**config.mk**
```make
export PLATFORM = sky130hd
export DESIGN_NAME = row_result_drain
export DESIGN_NICKNAME = d
export VERILOG_FILES = /design/src/rtl/row_result_drain.sv
export SDC_FILE = /design/constraint.sdc
export NUM_CORES = 1
export LEC_CHECK = 0
export ABC_AREA = 1
export ABC_CLOCK_PERIOD_IN_PS = 2300
export BUFFER_PORTS_ARGS = -buffer_cell sky130_fd_sc_hd__clkbuf_2
export CORE_ASPECT_RATIO = 0.5
export CORE_MARGIN = 3
export CORE_UTILIZATION = 55
export CTS_CLUSTER_SIZE = 16
export DETAILED_ROUTE_END_ITERATION = 10
export PLACE_DENSITY = 0.81
export SLEW_MARGIN = 15
export SYNTH_ARGS = -nofsm -noshare
export SYNTH_HDL_FRONTEND = slang
export SYNTH_SLANG_ARGS = --single-unit
```
**constraint.sdc**
```tcl
create_clock -name clk -period 2.3 [get_ports clk]
set_input_delay 0.23 -clock clk [delete_from_list [all_inputs] [get_ports clk]]
set_output_delay 0.23 -clock clk [all_outputs]
set_load 0.1 [all_outputs]
```
**src/rtl/row_result_drain.sv**
```systemverilog
// Drains one systolic row's result bus: waits a fixed latency after start,
// snapshots all S accumulators, then streams them out PE0 first.
module row_result_drain #(
   parameter int N   = 8,
   parameter int M   = 18,
   parameter int S   = 8,
   parameter int LAT = 3 * S + N - 1,
   parameter int CW  = 8,
   parameter int IW  = 3
) (
   input  logic            clk,
   input  logic            rst,
   input  logic            start,
   input  logic [S*M-1:0]  Data,
   output logic [M-1:0]    out_data,
   output logic [IW-1:0]   out_idx,
   output logic            out_valid,
   input  logic            out_ready,
   output logic            out_last,
   output logic            busy,
   output logic            done,
   output logic            start_err,
   output logic [1:0]      dbg_state
);

   typedef enum logic [1:0] {
      S_IDLE   = 2'd0,
      S_WAIT   = 2'd1,
      S_STREAM = 2'd2
   } state_t;

   state_t           state_q, state_d;
   logic [CW-1:0]    cnt_q, cnt_d;
   logic [IW-1:0]    idx_q, idx_d;
   logic [S*M-1:0]   shadow_q, shadow_d;
   logic             done_q, done_d;
   logic             err_q, err_d;
   logic [M-1:0]     word_sel;

   always_ff @(posedge clk or negedge rst) begin
      if (!rst) begin
         state_q  <= S_IDLE;
         cnt_q    <= '0;
         idx_q    <= '0;
         shadow_q <= '0;
         done_q   <= 1'b0;
         err_q    <= 1'b0;
      end else begin
         state_q  <= state_d;
         cnt_q    <= cnt_d;
         idx_q    <= idx_d;
         shadow_q <= shadow_d;
         done_q   <= done_d;
         err_q    <= err_d;
      end
   end

   // Handshake: a word transfers on a cycle where out_valid && out_ready; while
   // out_valid is high and out_ready low, data/idx/last hold and valid stays up.
   always_comb begin
      state_d  = state_q;
      cnt_d    = cnt_q;
      idx_d    = idx_q;
      shadow_d = shadow_q;
      done_d   = 1'b0;
      err_d    = 1'b0;
      case (state_q)
         S_IDLE: begin
            if (start) begin
               cnt_d   = CW'(LAT - 1);
               state_d = S_WAIT;
            end
         end
         S_WAIT: begin
            err_d = start;
            if (cnt_q == '0) begin
               shadow_d = Data;
               idx_d    = '0;
               state_d  = S_STREAM;
            end else begin
               cnt_d = cnt_q - 1'b1;
            end
         end
         S_STREAM: begin
            // A start on the final transfer cycle still counts as busy.
            err_d = start;
            if (out_ready) begin
               if (idx_q == IW'(S - 1)) begin
                  state_d = S_IDLE;
                  done_d  = 1'b1;
               end else begin
                  idx_d = idx_q + 1'b1;
               end
            end
         end
         default: state_d = S_IDLE;
      endcase
   end

   // PE0 sits in the most-significant slice of the shadow register.
   always_comb begin
      word_sel = '0;
      for (int i = 0; i < S; i++) begin
         if (idx_q == IW'(i)) word_sel = shadow_q[(S-1-i)*M +: M];
      end
   end

   assign out_data  = word_sel;
   assign out_idx   = idx_q;
   assign out_valid = (state_q == S_STREAM);
   assign out_last  = (state_q == S_STREAM) && (idx_q == IW'(S - 1));
   assign busy      = (state_q == S_WAIT) || (state_q == S_STREAM);
   assign done      = done_q;
   assign start_err = err_q;
   assign dbg_state = state_q;

endmodule

```
==> metrics.yaml, run 1 <==
outcome: "complete, but fails checks"
violations: "negative hold slack, negative setup slack"
holdCritStartpoint: "Data[4]"
r2r-start: "dbg_state[1]"
rrSetupSlack_ns: 0.29
grt_max_degree: 54
die_w_um: 178.1
grt_pass1_wl_mm: 38.73
regArea_mm2: 0.003993
first_global_vias: 8011
hold_depth: 3
antenna_found_initial: 0
die_area_mm2: 0.01639
syn_avg_cell_area_um2: 7.295
cts_tree: "done"
maxCapViolations: 0
max-vdd-ir-drop_mv: 0.8510
clkLatencyLatePin_ns: 0.43
fp-row-count: 30
tightest_slew_ns: 0.5990
drc_errors: 0
fin_util_pct: 80.93
layout-drive-gt1-share_pct: 29.80
skew_ns: 0.01178
cp.required_ns: 2.07
max_freq_mhz: 380.6
coreArea_mm2: 0.01400
totalWireLength_mm: 26.20
ys_types: 28
synth_compound_area_share_pct: 11.07
ys_async_sr_fraction_pct: 100.0
htree_num_levels: 4
synthAdderAreaFrac_pct: 1.844
critPathKind: "flop to output pin"
pin_count: 176
layout_commonest_cell: "nand2_1"
whs_ns: -0.001533
endpoint_kind: "output pin"
grt.total_usage_pct: 30.14
rsz0062_at_grt: "true"
via_count: 8313
numCtsBuffers: 17
total_power_w: 0.02016
final_nets: 1469
wire_per_inst_um: 17.31
min_period_ns: 2.628
area_growth_pct: 39.17
dr.pass1.iters: 6
r2r-end: "shadow_q[51]"
globalplace.congestion: 0.9413
fin_crit_sh_pct: 114.3
syn-cell-area_mm2: 0.008142
min_to: "shadow_q[4]"
path_clk_slew_ns: 0.07
synth_xor_area_share_pct: 0.5379
setup_violations: 18
report.final.slew_viol_count: 0
viasPerCell: 5.491
hold_viol: 1
synthMuxAreaShare_pct: 0
yosysSeqAreaShare_pct: 48.87
gr-total-overflow: 0
synthSimpleGateAreaFrac_pct: 25.88
die_h_um: 92.03
ys.flop_type: "dfrtp_1"
leakage_nw: 5.760
final_cell_mix: "nand2_1, clkbuf_2, dfrtp_1"
synth_warnings: 0
synth_edf_count: 0
hold_path.class: "input port to flop"
crit_path_max_fanout: 9
cts.root.buffer_cell: "clkbuf_16"
ant_nets: 0
synth-seq-cells: 159
n_antenna_cell: 0
maxSlewHeadroom_pct: 60.23
portBuffers: 175
syn-num-nets: 1276
fin_ws_ns: -0.3278
rr_worst_depth: 7
clockBufferDepth: 2
cts.sinks: 159
dpl.hpwl_mm: 16.68
crit_arrival_ns: 2.40
start_kind: "flop"
synth_top_family_by_area: "simple AND/OR/NAND/NOR gates"
fill_cells: 854
multi_input_area_mm2: 0.003886
synthCells: 1116
drt_iter0_markers: 1030
initial_core_util_pct: 58.15
p_per_area_mw_per_mm2: 1779
==> kinds of logic after synthesis <==
logic type	count (synthesis)
compound gates	179
xor+xnor	5
fa+ha+maj	12
buf+inv	223
flops	159
simple gates	538
==> layer usage <==
metal  global-route usage, %  vias up  share of wire, %
met5                       0        -                 0
met4                   7.702        0               2.5
met3                   8.974       76               8.9
met2                   49.89      436                49
met1                   38.99     4020                40
li1                        -     3781                 -
==> stage by stage <==
stage | area (um2) | setup TNS [ns] | worst slack (ns) | instances
2_1_floorplan | 8431 | 0 | 0.001405 | 1116
3_3_place_gp | 9856 | 0 | 0.1102 | 1457
3_5_place_dp | 9856 | 0 | 0.06291 | 1457
4_1_cts | 11040 | -3.809 | -0.2568 | 1511
5_1_grt | 11330 | -6.428 | -0.4131 | 1514
6_report | 11330 | -5.055 | -0.3278 | 1514
==> state kept, by name, summed over array words and instances, names as in the netlist <==
register   flops
shadow_q     144
done           1
out_idx        3
start_err      1
dbg_state      2
cnt_q          8
==> Yosys cell counts, types with 2 or more instances <==
master	number	area [um2]
clkbuf_1	20	75.07
or2_2	2	12.51
dfrtp_1	159	3979
buf_6	11	123.9
o21ai_0	82	410.4
nand2_1	477	1790
clkinv_1	4	15.01
inv_2	4	15.01
xor2_1	4	35.03
a21oi_1	39	195.2
nand3_1	41	205.2
nor2_2	2	12.51
buf_4	5	37.54
nor2_1	12	45.04
buf_2	16	80.08
o21ai_1	56	280.3
ha_1	12	150.1
inv_1	160	600.6
==> layout make-up <==
type,instances,area share [%]
clock buffer,20,3.854
clock inverter,12,2.032
inverter,169,5.808
multi-input combinational,734,34.30
sequential,159,35.24
tap,192,2.120
timing repair buffer,228,16.65
==> worst max-delay path by stage <==
stage	start	to	slack [ns]	depth (start not counted)
2_1_floorplan	out_idx[2]	out_data[0]	0.001	13
3_3_place_gp	out_idx[0]	out_data[11]	0.11	14
3_5_place_dp	out_idx[0]	out_data[11]	0.06	14
4_1_cts	out_idx[1]	out_data[5]	-0.26	14
5_1_grt	out_idx[0]	out_data[7]	-0.41	13
6_report	out_idx[0]	out_data[7]	-0.33	13
==> worst max-delay path, cell delays in order, from the launching register on <==
cell and delay [ns]:
dfrtp_4 0.52, buf_12 0.14, ha_4 0.19, clkinvlp_4 0.11, buf_8 0.14, nand3_1 0.13, nand2_2 0.12, nand2_1 0.07
nand2_2 0.10, nand2_2 0.06, nand2_2 0.08, nand2_4 0.07, nand2_8 0.07, buf_12 0.17
==> timing repair <==
item / in CTS / in global routing
buffers inserted: 5 / 1
setup endpoints to repair: 18 / 18
hold endpoints to repair: 61 / 0
pin swaps: 24 / 22
resized for setup: 87 / 75
gates cloned: 4 / 2
hold buffers: 13 / 0
==> power by group <==
part           total (W)  switching (W)  internal [W]
sequential       0.00499       0.000799       0.00419
clock            0.00329        0.00123       0.00205
combinational     0.0119        0.00786       0.00402
(Power assumes the default switching activity.)
==> run 2: changes to the inputs <==
--- a/config.mk
+++ b/config.mk
@@ -8,12 +8,10 @@
 export ABC_AREA = 1
 export ABC_CLOCK_PERIOD_IN_PS = 2300
 export BUFFER_PORTS_ARGS = -buffer_cell sky130_fd_sc_hd__clkbuf_2
-export CORE_ASPECT_RATIO = 0.5
 export CORE_MARGIN = 3
-export CORE_UTILIZATION = 55
+export CORE_UTILIZATION = 32
 export CTS_CLUSTER_SIZE = 16
 export DETAILED_ROUTE_END_ITERATION = 10
-export PLACE_DENSITY = 0.81
 export SLEW_MARGIN = 15
 export SYNTH_ARGS = -nofsm -noshare
 export SYNTH_HDL_FRONTEND = slang
==> run 2 against run 1 <==
The run ends with negative setup slack left. Cell area increased by 0.44%. Highest routed layer unchanged. Via count decreased by 8.4%. Worst hold slack improved by 0.0088 ns. Wire length is 2.1% lower. Maximum frequency grew 0.23%. Total power shrank 5.0%. Critical path type unchanged. Sequential share of layout area fell by 0.15 points. Critical endpoint is now out_data[10]. Combinational power decreased by 5%.
==> metrics.yaml, run 2 (synthesized netlist as in run 1, its figures left out) <==
outcome: "complete, but fails checks"
violations: "negative setup slack"
endpoint_kind: "output pin"
cts.sinks: 159  # unchanged
area_growth_pct: 39.79
pre_cts_slack_ns: 0.07005  # +0.007140 ns
cts_tree: "done"
whs_ns: 0.007303  # +0.008835 ns
maxSlewHeadroom_pct: 62.30  # +2.1 points
n_antenna_cell: 0  # unchanged
numCtsBuffers: 17  # unchanged
die_area_mm2: 0.02739  # +67%
max_stage_delay_ns: 0.51  # about the same
max-vdd-ir-drop_mv: 1.509  # +77%
coreArea_mm2: 0.02468  # +76%
largest_reg_flops: 144  # unchanged
via_count: 7618  # -8.4%
initial_core_util_pct: 32.99  # -25 points
totalWireLength_mm: 25.66  # -2.1%
tightest_slew_ns: 0.5679  # -0.03113 ns
wire_per_inst_um: 15.43  # -11%
grt.total_usage_pct: 18.85  # -11 points
layout_commonest_cell: "nand2_1"
design_area_mm2: 0.01138  # +0.44%
fp-row-count: 57  # +90%
first_global_vias: 7469  # -6.8%
globalplace.congestion: 0.8362  # -11%
fill_cells: 2511  # +190%
leakage_nw: 5.738  # -0.38%
htree_num_levels: 4  # unchanged
report.final.slew_viol_count: 0  # unchanged
dpl.hpwl_mm: 18.38  # +10%
final_cell_mix: "nand2_1, clkbuf_2, inv_1, dfrtp_1, o21ai_1"
hold_viol: 0  # -1
setup_violations: 18  # unchanged
top_register: "shadow_q"
clkLatencyLatePin_ns: 0.43  # about the same
cp.required_ns: 2.07  # about the same
crit_arrival_ns: 2.39  # about the same
ant_nets: 0  # unchanged
portBuffers: 175  # unchanged
fin_crit_sh_pct: 114.0  # -0.26 points
p_per_area_mw_per_mm2: 1683  # -5.4%
max_freq_mhz: 381.4  # +0.23%
dr.pass1.iters: 6  # unchanged
antenna_found_initial: 0  # unchanged
die_h_um: 165.5  # +80%
clockBufferDepth: 2  # unchanged
drc_errors: 0  # unchanged
grt_max_degree: 68  # +26%
placed_cell_area_mm2: 0.009998  # +1.4%
worstPathCellList: "inv_4, ha_4, inv_2, nor2_4, buf_12, buf_16, nand3_2, nand2_2, nand2_1, nand2_1, nand2_1, nand2_1, nand2_2, nand2_8, buf_12"
crit_top_cell: "nand2_1"
gr-total-overflow: 0  # unchanged
maxCapViolations: 0  # unchanged
rsz0062_at_grt: "true"
critPathKind: "flop to output pin"
cts.root.buffer_cell: "clkbuf_16"
total_power_w: 0.01915  # -5.0%
fin_util_pct: 46.12  # -35 points
die_w_um: 165.5  # -7.1%
fin_ws_ns: -0.3217  # +0.006064 ns
layout-drive-gt1-share_pct: 26.06  # -3.7 points
start_kind: "flop"
drt_iter0_markers: 778  # -24%
path_clk_slew_ns: 0.06  # about the same
final_nets: 1487  # +1.2%
crit_path_max_fanout: 5  # -4
slowest_stage: "dfrtp_4"
min_period_ns: 2.622  # -0.006064 ns
viasPerCell: 4.581  # -17%
grt_pass1_wl_mm: 39.39  # +1.7%
hold_path.class: "input port to flop"
pin_count: 176  # unchanged
skew_ns: 0.009255  # -0.002528 ns
==> run 2: cell types whose count changed in the layout (fill, tap and decap cells not counted), moves of 5 or more <==
cell | before | now
dlygate4sd3_1 | 13 | 36
nand2_2 | 71 | 51
nand2_1 | 379 | 398
nand3_1 | 28 | 38
nand3_2 | 9 | 3
a21oi_1 | 34 | 39
a21oi_2 | 5 | 0
==> run 2: report_power, final <==
group | leakage [nW] | switching (W) | internal [W]
sequential | 1.88 | 0.000747 | 0.00419
combinational | 3.58 | 0.00740 | 0.00393
clock | 0.275 | 0.00115 | 0.00173
total | 5.74 | 0.00930 | 0.00985
==> run 2: path summary, 6_finish.rpt <==
path,from,endpoint,slack (ns),cells after the start
worst max-delay path,out_idx[0],out_data[10],-0.32,15
worst min-delay path,Data[114],shadow_q[114],0.007,3
worst max register to register,dbg_state[1],cnt_q[7],0.27,6
worst min register to register,shadow_q[16],shadow_q[16],0.48,2
max in group asynchronous,rst,shadow_q[67],1.28,3
min in group asynchronous,rst,dbg_state[0],0.30,2
==> run 2: cell type report <==
class,count,area [um2],share of cell area (%)
multi-input combinational,734,3717,32.66
clock inverter,10,138.9,1.220
tap,324,405.4,3.562
sequential,159,3993,35.08
clock buffer,21,450.4,3.958
inverter,169,650.6,5.717
timing repair buffer,246,2026,17.80
==> run 2: critical path: cells and delay by family (launching register included) <==
family,cells,cell delay [ns]
flip-flops,1,0.51
adder cells (fa/ha/maj),1,0.13
buffers and inverters,5,0.54
AND/OR/NAND/NOR,9,0.80
==> run 2: repair_timing <==
action	4_1_cts	5_1_grt
endpoints found under the hold margin	77	1
buffers inserted	7	0
gates cloned	3	0
hold buffers	35	1
gates resized for setup	58	49
endpoints found under the setup margin	19	19
pin swaps	9	17
==> run 2: per-stage QoR <==
| stage | TNS [ns] | std cells |
|---|---|---|
| floorplan | 0 | 1116 |
| global placement | 0 | 1586 |
| detailed placement | 0 | 1586 |
| CTS | -4.720 | 1662 |
| global route | -6.541 | 1663 |
| finish | -4.319 | 1663 |
==> run 2: per-layer routing <==
metal	vias up	global-route usage, %	share of wire (%)
met5	-	0	0
met4	0	8.620	3.5
met3	57	3.742	5.3
met2	232	29.13	46
met1	3511	25.54	45
li1	3818	-	-
==> run 3: changes to the inputs <==
--- a/config.mk
+++ b/config.mk
@@ -6,12 +6,16 @@
 export NUM_CORES = 1
 export LEC_CHECK = 0
 export ABC_AREA = 1
-export ABC_CLOCK_PERIOD_IN_PS = 2300
+export ABC_CLOCK_PERIOD_IN_PS = 2550
 export BUFFER_PORTS_ARGS = -buffer_cell sky130_fd_sc_hd__clkbuf_2
+export CELL_PAD_IN_SITES_DETAIL_PLACEMENT = 1
+export CELL_PAD_IN_SITES_GLOBAL_PLACEMENT = 1
 export CORE_MARGIN = 3
 export CORE_UTILIZATION = 32
 export CTS_CLUSTER_SIZE = 16
 export DETAILED_ROUTE_END_ITERATION = 10
+export PLACE_DENSITY_LB_ADDON = 0.1
+export SKIP_LAST_GASP = 1
 export SLEW_MARGIN = 15
 export SYNTH_ARGS = -nofsm -noshare
 export SYNTH_HDL_FRONTEND = slang
==> constraint.sdc (replaced) <==
create_clock -name clk -period 2.55 [get_ports clk]
set_input_delay 0.255 -clock clk [delete_from_list [all_inputs] [get_ports clk]]
set_output_delay 0.255 -clock clk [all_outputs]
set_load 0.1 [all_outputs]
==> run 3 against run 2 <==
The run still ends with negative setup slack left. Sequential share of layout area grew 1.3 points. Non-clock buffer count shrank 28. Register-to-register slack gained 0.20 ns. Global-route usage grew 1.5 points. Utilization shrank 1.8 points. Clock power shrank 9.0%. Highest routed layer is now met5. Die area is the same. Critical endpoint is now out_data[8]. Setup slack gained 0.31 ns.
==> metrics.yaml, run 3 (synthesized netlist as in run 1, its figures left out) <==
area_growth_pct: 34.47
hold_path.class: "input port to flop"
clockBufferDepth: 2  # unchanged
intPower_w: 0.008573  # -13%
cp.required_ns: 2.30  # +0.23 ns
ant_nets: 0  # unchanged
pre_cts_slack_ns: 0.2468  # +0.1768 ns
max_freq_mhz: 390.5
setup_violations: 2  # -16
placed_cell_area_mm2: 0.009797  # -2.0%
gr-total-overflow: 0  # unchanged
wire_per_inst_um: 16.84  # +9.2%
outcome: "complete, but fails checks"
combinationalPowerShare_pct: 58.0  # -1.2 points
pwr-share-clk_pct: 15.5  # +0.5 points
total_power_w: 0.01686  # -12%
max-vdd-ir-drop_mv: 1.809  # +20%
endpoint_kind: "output pin"
path_delay_family: "simple AND/OR/NAND/NOR gates"
layout-drive-gt1-share_pct: 27.67  # +1.6 points
regArea_mm2: 0.003986  # -0.16%
maxSlewHeadroom_pct: 61.43  # -0.87 points
layout_commonest_cell: "nand2_1"
fin_crit_sh_pct: 100.4
skew_ns: 0.01983  # +0.01057 ns
design_area_mm2: 0.01095  # -3.8%
top_register: "shadow_q"
crit_arrival_ns: 2.31  # -0.08 ns
slowest_stage: "dfrtp_2"
antenna_found_initial: 5  # +5
leakage_nw: 5.624  # -2.0%
die_area_mm2: 0.02739  # unchanged
drt_iter0_markers: 486  # -38%
dpl.hpwl_mm: 19.28  # +4.9%
fin_util_pct: 44.37  # -1.8 points
totalWireLength_mm: 27.56  # +7.4%
report.final.slew_viol_count: 0  # unchanged
fp-row-count: 57  # unchanged
crit_buf_inv: 5  # unchanged
grt.total_usage_pct: 20.31  # +1.5 points
grt_max_degree: 57  # -16%
switching_power_w: 0.008285  # -11%
cts_tree: "done"
crit_path_max_fanout: 8  # +3
die_w_um: 165.5  # unchanged
coreArea_mm2: 0.02468  # unchanged
maxCapViolations: 0  # unchanged
pin_count: 176  # unchanged
tightest_slew_ns: 0.5786  # +0.01068 ns
largest_reg_flops: 144  # unchanged
final_nets: 1459  # -1.9%
dr.pass1.iters: 4  # -2
htree_num_levels: 4  # unchanged
clkLatencyLatePin_ns: 0.43  # about the same
numCtsBuffers: 17  # unchanged
rsz0062_at_grt: "true"
die_h_um: 165.5  # unchanged
swShare_pct: 49.15  # +0.60 points
min_period_ns: 2.561
start_kind: "flop"
violations: "negative setup slack"
cts.root.buffer_cell: "clkbuf_16"
path_clk_slew_ns: 0.07  # about the same
n_antenna_cell: 0  # unchanged
globalplace.congestion: 0.7900  # -5.5%
initial_core_util_pct: 32.99  # unchanged
portBuffers: 175  # unchanged
multi_input_area_mm2: 0.003578  # -3.7%
hold_viol: 0  # unchanged
p_per_area_mw_per_mm2: 1540  # -8.5%
drc_errors: 0  # unchanged
max_stage_delay_ns: 0.47  # -0.04 ns
fin_ws_ns: -0.01072  # +0.3110 ns
fill_cells: 3094  # +23%
via_count: 7614  # -0.053%
rrSetupSlack_ns: 0.47  # +0.20 ns
final_cell_mix: "nand2_1, dfrtp_1, clkbuf_2"
first_global_vias: 7905  # +5.8%
worstPathCellList: "inv_4, ha_4, inv_2, nor2_4, buf_6, buf_12, nand3_1, nand2_1, nand2_1, nand2_1, nand2_2, nand2_2, nand2_2, nand2_4, buf_12"
p_seq_share_pct: 26.5  # +0.7 points
viasPerCell: 4.654  # +1.6%
critPathKind: "flop to output pin"
cts.sinks: 159  # unchanged
grt_pass1_wl_mm: 42.61  # +8.2%
## run 3: changes by cell type in the layout (fill, tap and decap cells not counted), moves of 6 or more
cell,before,now
nand2_4,17,11
o21ai_1,72,82
nand2_8,12,1
dlygate4sd3_1,36,1
nand2_2,51,63
o21ai_2,0,6
o21ai_0,66,50
## run 3: cell type report
class                   count  area share (%)
flip-flops and latches    159           36.41
clock inverters            12           1.223
clock buffers              20           4.171
multi-input cells         734           32.69
well taps                 324           3.703
repair buffers            218           15.68
inverters                 169           6.126
## run 3: metal layers
layer / GRT usage, % / part of all wire (%) / vias to the layer above
met2: 31.16 / 45 / 162
met3: 4.889 / 5.3 / 36
met5: 0 / 0.25 / -
met4: 5.293 / 1.7 / 10
met1: 28.82 / 48 / 3650
li1: - / - / 3756
## run 3: power groups by stage
stage | clock network, W | logic, W | registers (W)
2_1_floorplan | 0 | 0.00578 | 0.00444
3_3_place_gp | 0 | 0.00893 | 0.00446
3_5_place_dp | 0 | 0.00901 | 0.00448
4_1_cts | 0.00267 | 0.00953 | 0.00446
5_1_grt | 0.00279 | 0.0106 | 0.00460
6_report | 0.00262 | 0.00977 | 0.00447
## run 3: path summary, 6_finish.rpt
check | start | to | depth (start not counted)
max | out_idx[0] | out_data[8] | 15
min | Data[92] | shadow_q[92] | 3
max reg2reg | out_idx[0] | out_idx[1] | 9
min reg2reg | shadow_q[14] | shadow_q[14] | 2
max in group asynchronous | rst | out_idx[2] | 3
min in group asynchronous | rst | shadow_q[114] | 2
## run 3: tightest hold or removal path, stage by stage
cell      delay, ns
clkbuf_2       0.07
nand2_1        0.04
nand2_1        0.04
## run 3: what timing repair did
item / 4_1_cts / 5_1_grt
cloned: 4 / 3
gates resized for setup: 78 / 62
pin swaps: 27 / 31
endpoints found under the setup margin: 18 / 19
endpoints found under the hold margin: 46 / 0
setup buffers: 9 / 3
hold buffers: 1 / 0
## run 3: through the flow
stage	hold WS (ns)	setup TNS (ns)	std cells
6_report	0.01193	-0.01102	1636
5_1_grt	0.008762	-2.004	1636
4_1_cts	0.006119	-0.5001	1632
3_5_place_dp	0.2402	0	1586
3_3_place_gp	0.2429	0	1586
2_1_floorplan	-0.04059	-0.09586	1116
